===== src/rtl/cpu_run_ctrl.sv =====
// -----------------------------------------------------------------------------
// cpu_run_ctrl
// Run/step/breakpoint controller that sequences the processor datapath.
// It debounces the run/step/halt buttons and gates the per-instruction clock
// enable. It also holds the datapath in reset until the first CPU tick.
// Execution stops on a PC breakpoint, a halt instruction or a halt press.
//
// Ports
//   clk_pi          system clock
//   reset_pi        asynchronous active-low reset
//   tick_en_pi      one-cycle CPU-rate enable from the clock divider
//   run_btn_pi      raw run button (active-high, asynchronous)
//   step_btn_pi     raw step button (active-high, asynchronous)
//   halt_btn_pi     raw halt button (active-high, asynchronous)
//   pc_pi           current program counter
//   halt_cmd_pi     decoded halt instruction at pc_pi
//   rst_cmd_pi      decoded software-reset instruction at pc_pi
//   bp_enable_pi    breakpoint enable
//   bp_addr_pi      breakpoint address
//   cpu_clk_en_po   datapath clock enable (combinational)
//   cpu_reset_po    active-high datapath reset (registered)
//   state_po        INIT=0, HALTED=1, RUN=2, STEP=3, BREAK=4
//   break_hit_po    high while in BREAK (registered)
//   cycle_count_po  executed-instruction count, saturating (registered)
// -----------------------------------------------------------------------------
module cpu_run_ctrl #(
    parameter int unsigned DEBOUNCE_CYCLES = 50000,
    parameter int unsigned PC_WIDTH        = 16
) (
    input  logic                clk_pi,
    input  logic                reset_pi,
    input  logic                tick_en_pi,
    input  logic                run_btn_pi,
    input  logic                step_btn_pi,
    input  logic                halt_btn_pi,
    input  logic [PC_WIDTH-1:0] pc_pi,
    input  logic                halt_cmd_pi,
    input  logic                rst_cmd_pi,
    input  logic                bp_enable_pi,
    input  logic [PC_WIDTH-1:0] bp_addr_pi,
    output logic                cpu_clk_en_po,
    output logic                cpu_reset_po,
    output logic [2:0]          state_po,
    output logic                break_hit_po,
    output logic [15:0]         cycle_count_po
);

    typedef enum logic [2:0] {
        ST_INIT   = 3'd0,
        ST_HALTED = 3'd1,
        ST_RUN    = 3'd2,
        ST_STEP   = 3'd3,
        ST_BREAK  = 3'd4
    } state_e;

    // Debounce counter value on which the level is allowed to flip.
    localparam logic [15:0] DB_LAST = 16'(DEBOUNCE_CYCLES - 1);

    // Button bit order everywhere: [0]=run, [1]=step, [2]=halt.
    logic [2:0]       btn_raw_s;
    logic [2:0]       sync1_q, sync2_q;
    logic [2:0]       level_q, level_d, level_prev_q;
    logic [2:0][15:0] db_cnt_q, db_cnt_d;
    logic [2:0]       press_s;
    logic             run_press_s, step_press_s, halt_press_s;

    state_e           state_q, state_d;
    logic             skip_bp_q, skip_bp_d;
    logic [15:0]      count_q, count_d;
    logic             cpu_reset_q, cpu_reset_d;
    logic             break_hit_q, break_hit_d;
    logic             clk_en_s;
    logic             bp_stop_s;

    assign btn_raw_s = {halt_btn_pi, step_btn_pi, run_btn_pi};

    // Debounce next-state: the level flips only after the synchronized value
    // has disagreed with it for DEBOUNCE_CYCLES consecutive cycles.
    always_comb begin
        level_d  = level_q;
        db_cnt_d = db_cnt_q;
        for (int i = 0; i < 3; i++) begin
            if (sync2_q[i] != level_q[i]) begin
                if (db_cnt_q[i] == DB_LAST) begin
                    level_d[i]  = sync2_q[i];
                    db_cnt_d[i] = 16'd0;
                end else begin
                    db_cnt_d[i] = db_cnt_q[i] + 16'd1;
                end
            end else begin
                db_cnt_d[i] = 16'd0;
            end
        end
    end

    // Synchronizer, debounce and edge-detect registers for all three buttons.
    always_ff @(posedge clk_pi or negedge reset_pi) begin
        if (!reset_pi) begin
            sync1_q      <= 3'b000;
            sync2_q      <= 3'b000;
            level_q      <= 3'b000;
            level_prev_q <= 3'b000;
            db_cnt_q     <= '0;
        end else begin
            sync1_q      <= btn_raw_s;
            sync2_q      <= sync1_q;
            level_q      <= level_d;
            level_prev_q <= level_q;
            db_cnt_q     <= db_cnt_d;
        end
    end

    // One-cycle press pulse on each rising edge of the debounced level.
    assign press_s      = level_q & ~level_prev_q;
    assign run_press_s  = press_s[0];
    assign step_press_s = press_s[1];
    assign halt_press_s = press_s[2];

    // skip_bp lets a run press resume from the breakpoint address itself.
    assign bp_stop_s = bp_enable_pi & ~skip_bp_q & (pc_pi == bp_addr_pi);

    // Run-control FSM next state and the combinational datapath enable.
    always_comb begin
        state_d   = state_q;
        skip_bp_d = skip_bp_q;
        clk_en_s  = 1'b0;
        case (state_q)
            ST_INIT: begin
                if (tick_en_pi) begin
                    state_d = ST_HALTED;
                end else begin
                    state_d = ST_INIT;
                end
            end
            // A halt press has no effect while stopped; step outranks run.
            ST_HALTED, ST_BREAK: begin
                if (step_press_s) begin
                    state_d = ST_STEP;
                end else if (run_press_s) begin
                    state_d   = ST_RUN;
                    skip_bp_d = 1'b1;
                end else begin
                    state_d = state_q;
                end
            end
            // A stop on this tick outranks any press arriving with it.
            ST_RUN: begin
                clk_en_s = tick_en_pi & ~halt_cmd_pi & ~bp_stop_s;
                if (tick_en_pi && halt_cmd_pi) begin
                    state_d = ST_HALTED;
                end else if (tick_en_pi && bp_stop_s) begin
                    state_d = ST_BREAK;
                end else if (halt_press_s) begin
                    state_d = ST_HALTED;
                end else begin
                    state_d = ST_RUN;
                end
                if (clk_en_s) begin
                    skip_bp_d = 1'b0;
                end else begin
                    skip_bp_d = skip_bp_q;
                end
            end
            // Breakpoints are deliberately not consulted in STEP.
            ST_STEP: begin
                clk_en_s = tick_en_pi & ~halt_cmd_pi & ~halt_press_s;
                if (halt_press_s || tick_en_pi) begin
                    state_d = ST_HALTED;
                end else begin
                    state_d = ST_STEP;
                end
            end
            default: begin
                state_d   = ST_INIT;
                skip_bp_d = 1'b0;
            end
        endcase
    end

    // Instruction counter: cleared in INIT and by a software-reset instruction.
    always_comb begin
        count_d = count_q;
        if (state_q == ST_INIT) begin
            count_d = 16'd0;
        end else if (clk_en_s) begin
            if (rst_cmd_pi) begin
                count_d = 16'd0;
            end else if (count_q == 16'hFFFF) begin
                count_d = 16'hFFFF;
            end else begin
                count_d = count_q + 16'd1;
            end
        end else begin
            count_d = count_q;
        end
    end

    // Registered status outputs follow the state being entered.
    always_comb begin
        cpu_reset_d = (state_d == ST_INIT);
        break_hit_d = (state_d == ST_BREAK);
    end

    // FSM state, skip flag, counter and status output registers.
    always_ff @(posedge clk_pi or negedge reset_pi) begin
        if (!reset_pi) begin
            state_q     <= ST_INIT;
            skip_bp_q   <= 1'b0;
            count_q     <= 16'd0;
            cpu_reset_q <= 1'b1;
            break_hit_q <= 1'b0;
        end else begin
            state_q     <= state_d;
            skip_bp_q   <= skip_bp_d;
            count_q     <= count_d;
            cpu_reset_q <= cpu_reset_d;
            break_hit_q <= break_hit_d;
        end
    end

    assign cpu_clk_en_po  = clk_en_s;
    assign cpu_reset_po   = cpu_reset_q;
    assign state_po       = state_q;
    assign break_hit_po   = break_hit_q;
    assign cycle_count_po = count_q;

endmodule


===== config.mk =====
export PLATFORM = sky130hd
export DESIGN_NAME = cpu_run_ctrl
export DESIGN_NICKNAME = d
export VERILOG_FILES = /design/src/rtl/cpu_run_ctrl.sv
export SDC_FILE = /design/constraint.sdc
export NUM_CORES = 1
export LEC_CHECK = 0
export ABC_AREA = 1
export BUFFER_PORTS_ARGS = -buffer_cell sky130_fd_sc_hd__buf_4
export CORE_MARGIN = 4
export CORE_UTILIZATION = 30
export CTS_BUF_LIST = sky130_fd_sc_hd__clkbuf_8
export DETAILED_ROUTE_END_ITERATION = 8
export PLACE_DENSITY = 0.57
export SLEW_MARGIN = 5
export SYNTH_ARGS = -nofsm -noshare
export SYNTH_HDL_FRONTEND = slang
export SYNTH_SLANG_ARGS = --single-unit

===== constraint.sdc =====
create_clock -name clk_pi -period 4.8 [get_ports clk_pi]
set_input_delay 0.48 -clock clk_pi [delete_from_list [all_inputs] [get_ports clk_pi]]
set_output_delay 0.48 -clock clk_pi [all_outputs]
set_load 0.1 [all_outputs]

==> impl_metrics.tcl, run 1 <==
set metrics [dict create \
    run_status "finished clean" \
    rows 45 \
    num-nets-final 706 \
    worst-r2r-cell-count 7 \
    period_share_pct 54.0 \
    cts_buffers 9 \
    wirelength_microns 10100 \
    ys_async_sr_fraction_pct 100 \
    drive_gt1_share_pct 19.1 \
    place.gp.congestion 0.842 \
    r2r-start "cycle_count_po[1]" \
    core_area_sq_mm 0.0153 \
    rrSetupSlack_ns 2.79 \
    slew_headroom_pct 32.2 \
    synth_cells 592 \
    post_cts_resized 0 \
    r2r_end "cycle_count_po[11]" \
    setup_viol_count_final 0 \
    io_buffers 62 \
    overflow 0 \
    cts_tree "built" \
    min_from "step_btn_pi" \
    diodes 0 \
    arrival_ns 2.11 \
    avgViaCountPerCell 4.54 \
    worst_pin_slew_ns 1.01 \
    initial_utilization_pct 30.6 \
    cts.htree.levels 3 \
    worstPathRequired_ns 4.32 \
    die_h_microns 133 \
    fmaxAchievable_mhz 386 \
    endpoint_kind "primary output" \
    clk_pin_slew_ns 0.09 \
    drc 0 \
    synthTopCellsByArea "dfrtp_1, nand2_1, inv_1" \
    power_density_mw_per_mm2 248 \
    die_x_microns 133 \
    yosysTopAreaCell "dfrtp_1" \
    grt_pass1_vias 3949 \
    crit_type "flop to primary output" \
    cts_setup_buffers 0 \
    clockRootBuffer "clkbuf_8" \
    ioPinCount 63 \
    dieArea_sq_mm 0.0176 \
    areaGrowthSynthToFinish_pct 19.8 \
    ys_seq_area_share_pct 43.9 \
    cts_sinks 82 \
    track_usage_pct 11.9 \
    place_ws_ns 2.48 \
    synth_edf_count 0 \
    hold_path_end "sync1_q[1]" \
    syn-cell-area_sq_mm 0.00467 \
    synth_top_area_share_pct 43.4 \
    clk_latency_ns 0.36 \
    syn-num-nets 637 \
    hold_buffers 0 \
    worst_clock_skew_ns 0.0103 \
    finalMaxSlewViolations 0 \
    drtPass1Iterations 4 \
    yosys_register_bits 82 \
    period_needed_ns 2.59 \
    antenna_found_initial 0 \
    clk_path_buf_depth 2 \
    leakage_nw 2.60 \
    wl_per_cell_microns 11.5 \
    synth_ff_type "dfrtp_1" \
    hold_viol 0 \
    hp-class "input port to flop" \
    setup_ws_ns 2.21 \
    antenna_left 0 \
    grt_max_degree 83 \
    rsz0062_at_grt "no" \
    synth.distinct_cells 40 \
    yosysWarnings 0 \
    finish.utilization_pct 36.7 \
    first_iter_violations 204 \
    num_vias 3984 \
    n_fill_cell 1583 \
    setup_tns_ns 0 \
    dp_hpwl_microns 7580 \
    critPathLaunchType "flop" \
    syn_avg_cell_area_sq_um 7.89 \
    ir_drop_mv 0.145 \
    cp_max_fo 14 \
    grt_first_pass_wirelength_microns 17600 \
    worst_hold_path.num_cells 1 \
    drv_cap 0 \
]
-- state kept, by name, summed over array words and instances (netlist names) --
signal and cells:
break_hit_po 1, sync2_q 3, skip_bp_q 1, cpu_reset_po 1
level_prev_q 3, db_cnt_q 48, cycle_count_po 16, level_q 3
sync1_q 3, state_po 3
-- where the power goes --
group / leakage (nW) / total [W] / internal, W / switching (W)
registers: 1.11 / 0.000705 / 0.000699 / 0.00000663
logic: 1.37 / 0.0000991 / 0.0000413 / 0.0000578
clock network: 0.121 / 0.000582 / 0.000325 / 0.000257
-- final cells by class --
class	count	area (sq um)	area share, %
inverter	92	345	6.17
timing repair buffer	62	465	8.31
tap	211	264	4.71
clock inverter	5	85.1	1.52
multi-input combinational	414	2240	39.9
clock buffer	11	151	2.70
sequential	82	2050	36.7
-- cell families after synthesis --
logic type / share of synthesized area [%]
AO/OA/AOI/OAI: 9.10
XOR/XNOR: 5.06
adder cells (fa/ha/maj): 1.07
buffers and inverters: 8.22
flip-flops: 43.9
multiplexers: 0.723
AND/OR/NAND/NOR: 31.9
-- how the worst max path moves through the flow --
stage                       from           endpoint
5_1_grt              state_po[2]      cpu_clk_en_po
3_5_place_dp           pc_pi[10]      cpu_clk_en_po
3_3_place_gp           pc_pi[10]      cpu_clk_en_po
2_1_floorplan  cycle_count_po[1]  cycle_count_po[8]
4_1_cts              state_po[2]      cpu_clk_en_po
6_report             state_po[2]      cpu_clk_en_po
-- placed cells by master, fill, tap and decap left out, types with 14 or more instances in the layout --
master	synthesis	routed
buf_4	0	62
a21oi_1	19	19
inv_1	91	91
nand2_1	120	120
nand3_1	23	23
dfrtp_1	81	81
nor2_1	80	80
xor2_1	20	20
o21ai_0	22	22
nor3_1	14	14
o211ai_1	14	14
-- per-layer routing --
metal / vias to the layer above / share of wire (%) / track usage (%)
met4: 0 / 3.8 / 7.04
met1: 1817 / 48 / 15.5
met3: 26 / 4.1 / 2.17
li1: 2051 / - / -
met2: 90 / 44 / 18.3
met5: - / 0 / 0
-- metrics by stage --
stage | instances | total power, W | hold slack [ns] | area (sq um)
5_1_grt | 877 | 0.00145 | 0.208 | 5600
3_3_place_gp | 861 | 0.000819 | 0.335 | 5360
3_5_place_dp | 861 | 0.000820 | 0.336 | 5360
4_1_cts | 877 | 0.00141 | 0.205 | 5600
6_report | 877 | 0.00139 | 0.224 | 5600
2_1_floorplan | 592 | 0.000765 | 0.184 | 4670
-- cells in the mapped netlist (3+ instances only) --
library cell,count
o211ai_1,14
dfrtp_1,81
nand3_1,23
o21a_1,3
nor2_1,80
inv_1,91
o21ai_0,22
xor2_1,20
nor3_1,14
xnor2_1,7
mux2_2,3
nor3b_1,4
buf_6,3
a21oi_1,19
nor3_2,4
nand4_1,13
nor2_4,3
ha_1,4
o21ai_1,9
nand2_1,120
nor4_1,9
nand3_2,10
nor2_2,12
nand2_2,8
-- critical path, cell delays in order (launching register included) --
cell,delay (ns)
dfrtp_1,0.44
nor2_1,0.13
inv_1,0.07
nor2_1,0.27
nand3_2,0.21
nand2_2,0.28
buf_4,0.35
No activity file was read; power rests on OpenSTA's default activity.
==> run 2: changes to the inputs <==
--- a/config.mk
+++ b/config.mk
@@ -5,7 +5,7 @@
 export SDC_FILE = /design/constraint.sdc
 export NUM_CORES = 1
 export LEC_CHECK = 0
-export ABC_AREA = 1
+export ABC_AREA = 0
 export BUFFER_PORTS_ARGS = -buffer_cell sky130_fd_sc_hd__buf_4
 export CORE_MARGIN = 4
 export CORE_UTILIZATION = 30
==> constraint.sdc (replaced) <==
create_clock -name clk_pi -period 2.53 [get_ports clk_pi]
set_input_delay 0.253 -clock clk_pi [delete_from_list [all_inputs] [get_ports clk_pi]]
set_output_delay 0.253 -clock clk_pi [all_outputs]
set_load 0.1 [all_outputs]
==> run 2 against run 1 <==
- wire length is 9.9% lower
- critical path type unchanged
- synthesized area shrank 9.9%
- largest power group unchanged
- register-to-register slack worse by 2.2 ns
- global-route usage decreased by 0.095 points
- largest cell class is now flip-flops and latches
- first-iteration DRC count grew 29%
- sequential cell count unchanged
- highest routed layer unchanged
==> impl_metrics.tcl, run 2 <==
set metrics [dict create \
    synth_edf_count 0 \
    worstSetupStartpoint "state_po[2]" \
    clk_path_buf_depth 2 \
    cts_buffers 9 \
    hold_buffers 4 \
    ys_seq_area_share_pct 48.7 \
    drc 0 \
    worstPathRequired_ns 2.28 \
    drive_gt1_share_pct 19.6 \
    io_buffers 62 \
    period_needed_ns 2.29 \
    critPathLaunchType "flop" \
    antenna_found_initial 0 \
    placed_cells 666 \
    ir_drop_mv 0.184 \
    syn-num-nets 477 \
    fin_cells 686 \
    rrSetupSlack_ns 0.60 \
    first_iter_violations 264 \
    crit_type "flop to primary output" \
    ys_async_sr_fraction_pct 100 \
    yosysWarnings 0 \
    wl_per_cell_microns 13.3 \
    hold_viol 0 \
    n_fill_cell 1377 \
    yosysTopAreaCell "dfrtp_1" \
    critPathCapture "cpu_clk_en_po" \
    synth_top_area_share_pct 48.1 \
    slew_headroom_pct 64.5 \
    final_cell_mix "dfrtp_1, nor2_1, buf_4, xor2_1, nand2_1" \
    leakage_nw 2.28 \
    grt_pass1_vias 3390 \
    clockRootBuffer "clkbuf_8" \
    cts_setup_buffers 0 \
    dieArea_sq_mm 0.0160 \
    num_vias 3304 \
    post_cts_resized 0 \
    hp-class "input port to flop" \
    ioPinCount 63 \
    drv_cap 0 \
    worst_pin_slew_ns 0.532 \
    avgViaCountPerCell 4.82 \
    cp_max_fo 11 \
    run_status "finished clean" \
    rsz0062_at_grt "no" \
    finalMaxSlewViolations 0 \
    setup_viol_count_final 0 \
    overflow 0 \
    regMostFlops "db_cnt_q" \
    wirelength_microns 9100 \
    arrival_ns 2.03 \
    dp_hpwl_microns 6580 \
    grt_max_degree 42 \
    mostFrequentLayoutCell "dfrtp_1" \
    areaGrowthSynthToFinish_pct 20.9 \
    endpoint_kind "primary output" \
    core_area_sq_mm 0.0138 \
    largest_reg_flops 48 \
    clk_latency_ns 0.35 \
    initial_utilization_pct 30.5 \
    num-nets-final 546 \
    finish.utilization_pct 36.8 \
    r2r-start "cycle_count_po[0]" \
    die_h_microns 127 \
    cts.htree.levels 3 \
    yosys_register_bits 82 \
    synth_cells 432 \
    yosysMostFrequentCell "dfrtp_1" \
    drtPass1Iterations 4 \
    period_share_pct 90.4 \
    fmaxAchievable_mhz 437 \
    place.gp.congestion 0.860 \
    syn-cell-area_sq_mm 0.00421 \
    track_usage_pct 11.8 \
    worst_clock_skew_ns 0.0113 \
    synth_ff_type "dfrtp_1" \
    die_x_microns 127 \
    cts_tree "built" \
    clk_pin_slew_ns 0.08 \
    cts_sinks 82 \
    syn_avg_cell_area_sq_um 9.75 \
    synthTopCellsByArea "dfrtp_1, xor2_1, nor2_1" \
    antenna_left 0 \
    worst-r2r-cell-count 6 \
    r2r_end "cycle_count_po[8]" \
    synthTopCellsByCount "dfrtp_1, nor2_1, xor2_1" \
    rows 43 \
    synth.distinct_cells 52 \
    power_density_mw_per_mm2 462 \
    diodes 0 \
    grt_first_pass_wirelength_microns 15800 \
]
-- run 2: cell count changes after synthesis, sizes merged, moves of 13 or more --
cell	before	now
and3	1	19
inv	92	8
nand2	128	31
nand3	34	21
nor2	95	75
o211ai	14	0
o21ai	32	10
xnor2	7	24
xor2	20	38
-- run 2: worst min-delay path by stage --
stage | startpoint | end | slack [ns] | cells after the start
floorplan | reset_pi | break_hit_po | -0.04 | 0
global placement | reset_pi | db_cnt_q[23] | 0.27 | 1
detailed placement | reset_pi | db_cnt_q[21] | 0.28 | 1
CTS | halt_cmd_pi | state_po[1] | 0.11 | 2
global route | halt_cmd_pi | state_po[1] | 0.13 | 2
finish | halt_cmd_pi | state_po[1] | 0.14 | 2
-- run 2: cells by family (layout without fill, tap and decap cells) --
kind of cell / after synthesis / count (layout) / share of synthesized area, %
buf+inv: 21 / 95 / 2.52
fa+ha+maj: 4 / 4 / 1.19
mux: 3 / 3 / 0.802
flops: 82 / 82 / 48.7
simple gates: 200 / 200 / 23.4
compound gates: 60 / 60 / 10.5
xor+xnor: 62 / 62 / 12.9
-- run 2: power by group --
part           leakage, nW  switching, W  internal, W  total, W
clock               0.0926      0.000483     0.000357  0.000839
sequential            1.11     0.0000161      0.00133   0.00134
combinational         1.08     0.0000887    0.0000798  0.000169
-- run 2: final cells by class --
type                       count  area (sq um)  share of cell area (%)
timing repair buffer          71           556                    10.9
clock buffer                   9           124                    2.43
inverter                       8          30.0                   0.590
multi-input combinational    329          2050                    40.3
sequential                    82          2060                    40.4
clock inverter                 7          46.3                   0.909
tap                          180           225                    4.42
-- run 2: stage by stage --
stage                     hold WS [ns]  instance area [sq um]  power, W   TNS, ns  setup WS (ns)
after floorplan                -0.0426                   4220   0.00143  -0.00578       -0.00578
after global placement           0.267                   4880   0.00153         0          0.566
after detailed placement         0.279                   4880   0.00154         0          0.453
after CTS                        0.115                   5090   0.00241         0          0.239
after global routing             0.127                   5090   0.00248         0          0.118
final                            0.142                   5090   0.00235         0          0.242
-- run 2: layer usage --
| layer | vias to the layer above | share of wire (%) | global-route usage [%] |
|---|---|---|---|
| met5 | - | 0 | 0 |
| met1 | 1570 | 45 | 14.8 |
| li1 | 1642 | - | - |
| met4 | 0 | 1.2 | 4.48 |
| met2 | 86 | 47 | 19.6 |
| met3 | 6 | 6.3 | 2.95 |
-- run 2: worst max-delay path, cell delays in order (launching register included) --
cell and delay, ns:
dfrtp_2 0.49, nor2b_4 0.17, nor2b_1 0.24, o21a_1 0.21, o21ai_4 0.07, inv_2 0.18, buf_4 0.33
==> run 3: changes to the inputs <==
--- a/config.mk
+++ b/config.mk
@@ -7,9 +7,10 @@
 export LEC_CHECK = 0
 export ABC_AREA = 0
 export BUFFER_PORTS_ARGS = -buffer_cell sky130_fd_sc_hd__buf_4
-export CORE_MARGIN = 4
+export CORE_MARGIN = 2
 export CORE_UTILIZATION = 30
 export CTS_BUF_LIST = sky130_fd_sc_hd__clkbuf_8
+export CTS_CLUSTER_DIAMETER = 100
 export DETAILED_ROUTE_END_ITERATION = 8
 export PLACE_DENSITY = 0.57
 export SLEW_MARGIN = 5
==> run 3 against run 2 <==
- sequential share of layout area grew 0.10 points
- highest routed layer unchanged
- cell area down 0.25%
- via count increased by 1.3%
- core utilization is 0.053 points higher
==> impl_metrics.tcl, run 3 (synthesized netlist as in run 2, its figures left out) <==
set metrics [dict create \
    hp-class "input port to flop" \
    rows 43 \
    finalMaxSlewViolations 0 \
    ioPinCount 63 \
    period_share_pct 90.9 \
    num_vias 3346 \
    cpMaxStageDelayCell "dfrtp_1" \
    clk_pin_slew_ns 0.08 \
    net-switching-power_w 0.000591 \
    endpoint_kind "primary output" \
    hold_viol 0 \
    power_frac_comb_pct 7.1 \
    arrival_ns 2.05 \
    power_density_mw_per_mm2 463 \
    avgViaCountPerCell 4.88 \
    io_buffers 62 \
    cp_max_fo 11 \
    setup_tns_ns 0 \
    clk_latency_ns 0.35 \
    fin_area_sq_mm 0.00508 \
    worst_pin_slew_ns 0.644 \
    period_needed_ns 2.30 \
    dieArea_sq_mm 0.0150 \
    worstPathRequired_ns 2.28 \
    critPathLaunchType "flop" \
    mostFrequentLayoutCell "dfrtp_1" \
    wl_per_cell_microns 13.2 \
    leakage_nw 2.27 \
    cts.htree.levels 3 \
    grt_pass1_vias 3268 \
    largest_reg_flops 48 \
    critical_path.most_common_cell "buf_4" \
    clk_path_buf_depth 2 \
    cts_sinks 82 \
    ir_drop_mv 0.212 \
    drive_gt1_share_pct 19.6 \
    seqPwrFrac_pct 57.1 \
    regMostFlops "db_cnt_q" \
    n_fill_cell 1397 \
    internal_power_w 0.00176 \
    die_x_microns 123 \
    num-nets-final 546 \
    overflow 0 \
    swShare_pct 25.2 \
    drv_cap 0 \
    antenna_found_initial 0 \
    clockPowerShare_pct 35.8 \
    grt_first_pass_wirelength_microns 15100 \
    track_usage_pct 12.6 \
    diodes 0 \
    path_cells "buf_4 -> nor2b_4 -> nor2b_1 -> o21a_1 -> o21ai_4 -> inv_2 -> buf_4" \
    drtPass1Iterations 4 \
    initial_utilization_pct 30.6 \
    die_h_microns 123 \
    run_status "finished clean" \
    antenna_left 0 \
    dp_hpwl_microns 6280 \
    cts_tree "built" \
    areaGrowthSynthToFinish_pct 20.6 \
    drc 0 \
    cts_buffers 9 \
    core_area_sq_mm 0.0138 \
    final_cell_mix "dfrtp_1, nor2_1, buf_4, xor2_1, nand2_1" \
    slowest_delay_ns 0.33 \
    worst_clock_skew_ns 0.0107 \
    clockRootBuffer "clkbuf_8" \
    wirelength_microns 9030 \
    slew_headroom_pct 57.1 \
    grt_max_degree 50 \
    postPlaceCellArea_sq_mm 0.00487 \
    post_cts_resized 0 \
    first_iter_violations 230 \
    setup_viol_count_final 0 \
    crit_type "flop to primary output" \
    place.gp.congestion 0.790 \
    rsz0062_at_grt "no" \
    fmaxAchievable_mhz 435 \
]
run 3: cell count changes in the layout (fill, tap and decap cells not counted), sizes merged:
| cell | previous run | this run |
|---|---|---|
| clkinv | 2 | 3 |
| inv | 12 | 11 |
run 3: final timing paths:
| check | start | slack (ns) | end | cells past startpoint |
|---|---|---|---|---|
| setup / recovery | state_po[1] | 0.23 | cpu_clk_en_po | 7 |
| hold / removal | halt_cmd_pi | 0.14 | state_po[1] | 2 |
| setup reg to reg | cycle_count_po[0] | 0.59 | cycle_count_po[15] | 5 |
| hold reg to reg | sync1_q[1] | 0.35 | sync2_q[1] | 0 |
| max in group asynchronous | reset_pi | 1.39 | db_cnt_q[7] | 3 |
| min in group asynchronous | reset_pi | 0.45 | db_cnt_q[22] | 2 |
run 3: cell type report:
class / instances / area, sq um / area share (%)
clock inverters: 7 / 46.3 / 0.911
multi-input cells: 329 / 2050 / 40.4
flip-flops and latches: 82 / 2060 / 40.5
well taps: 180 / 225 / 4.43
clock buffers: 9 / 124 / 2.44
inverters: 8 / 30.0 / 0.591
repair buffers: 71 / 543 / 10.7
run 3: per-stage QoR:
step / hold slack [ns] / util [%] / std cells / setup slack (ns) / total power (W)
detailed placement: 0.325 / 35.4 / 666 / 0.530 / 0.00153
floorplan: -0.0426 / - / 432 / -0.00578 / 0.00143
CTS: 0.120 / 36.9 / 686 / 0.212 / 0.00240
finish: 0.142 / 36.9 / 686 / 0.229 / 0.00235
global placement: 0.326 / 35.4 / 666 / 0.570 / 0.00153
global route: 0.130 / 36.9 / 686 / 0.0712 / 0.00248
run 3: worst max-delay path: cells and delay by family (launching register included):
kind | cells | cell delay (ns)
flip-flops | 1 | 0.33
AND/OR/NAND/NOR | 2 | 0.41
AO/OA/AOI/OAI | 2 | 0.28
buffers and inverters | 3 | 0.68
run 3: timing repair:
action	CTS	global route
buffers inserted	0	0
setup endpoints to repair	0	0
hold buffers	4	0
endpoints found under the hold margin	49	0
run 3: routing by layer:
| layer | vias to the layer above | global-route usage (%) | wire length [microns] |
|---|---|---|---|
| met5 | - | 0 | 0 |
| met4 | 0 | 4.53 | 108 |
| li1 | 1645 | - | - |
| met1 | 1596 | 16.3 | 4230 |
| met3 | 10 | 3.39 | 582 |
| met2 | 95 | 20.1 | 4110 |
run 3: power by group through the flow:
stage	logic [W]	clock network (W)	registers (W)
6_report	0.000166	0.000841	0.00134
5_1_grt	0.000188	0.000948	0.00135
4_1_cts	0.000171	0.000885	0.00134
3_5_place_dp	0.000166	0	0.00137
3_3_place_gp	0.000162	0	0.00137
2_1_floorplan	0.0000606	0	0.00137
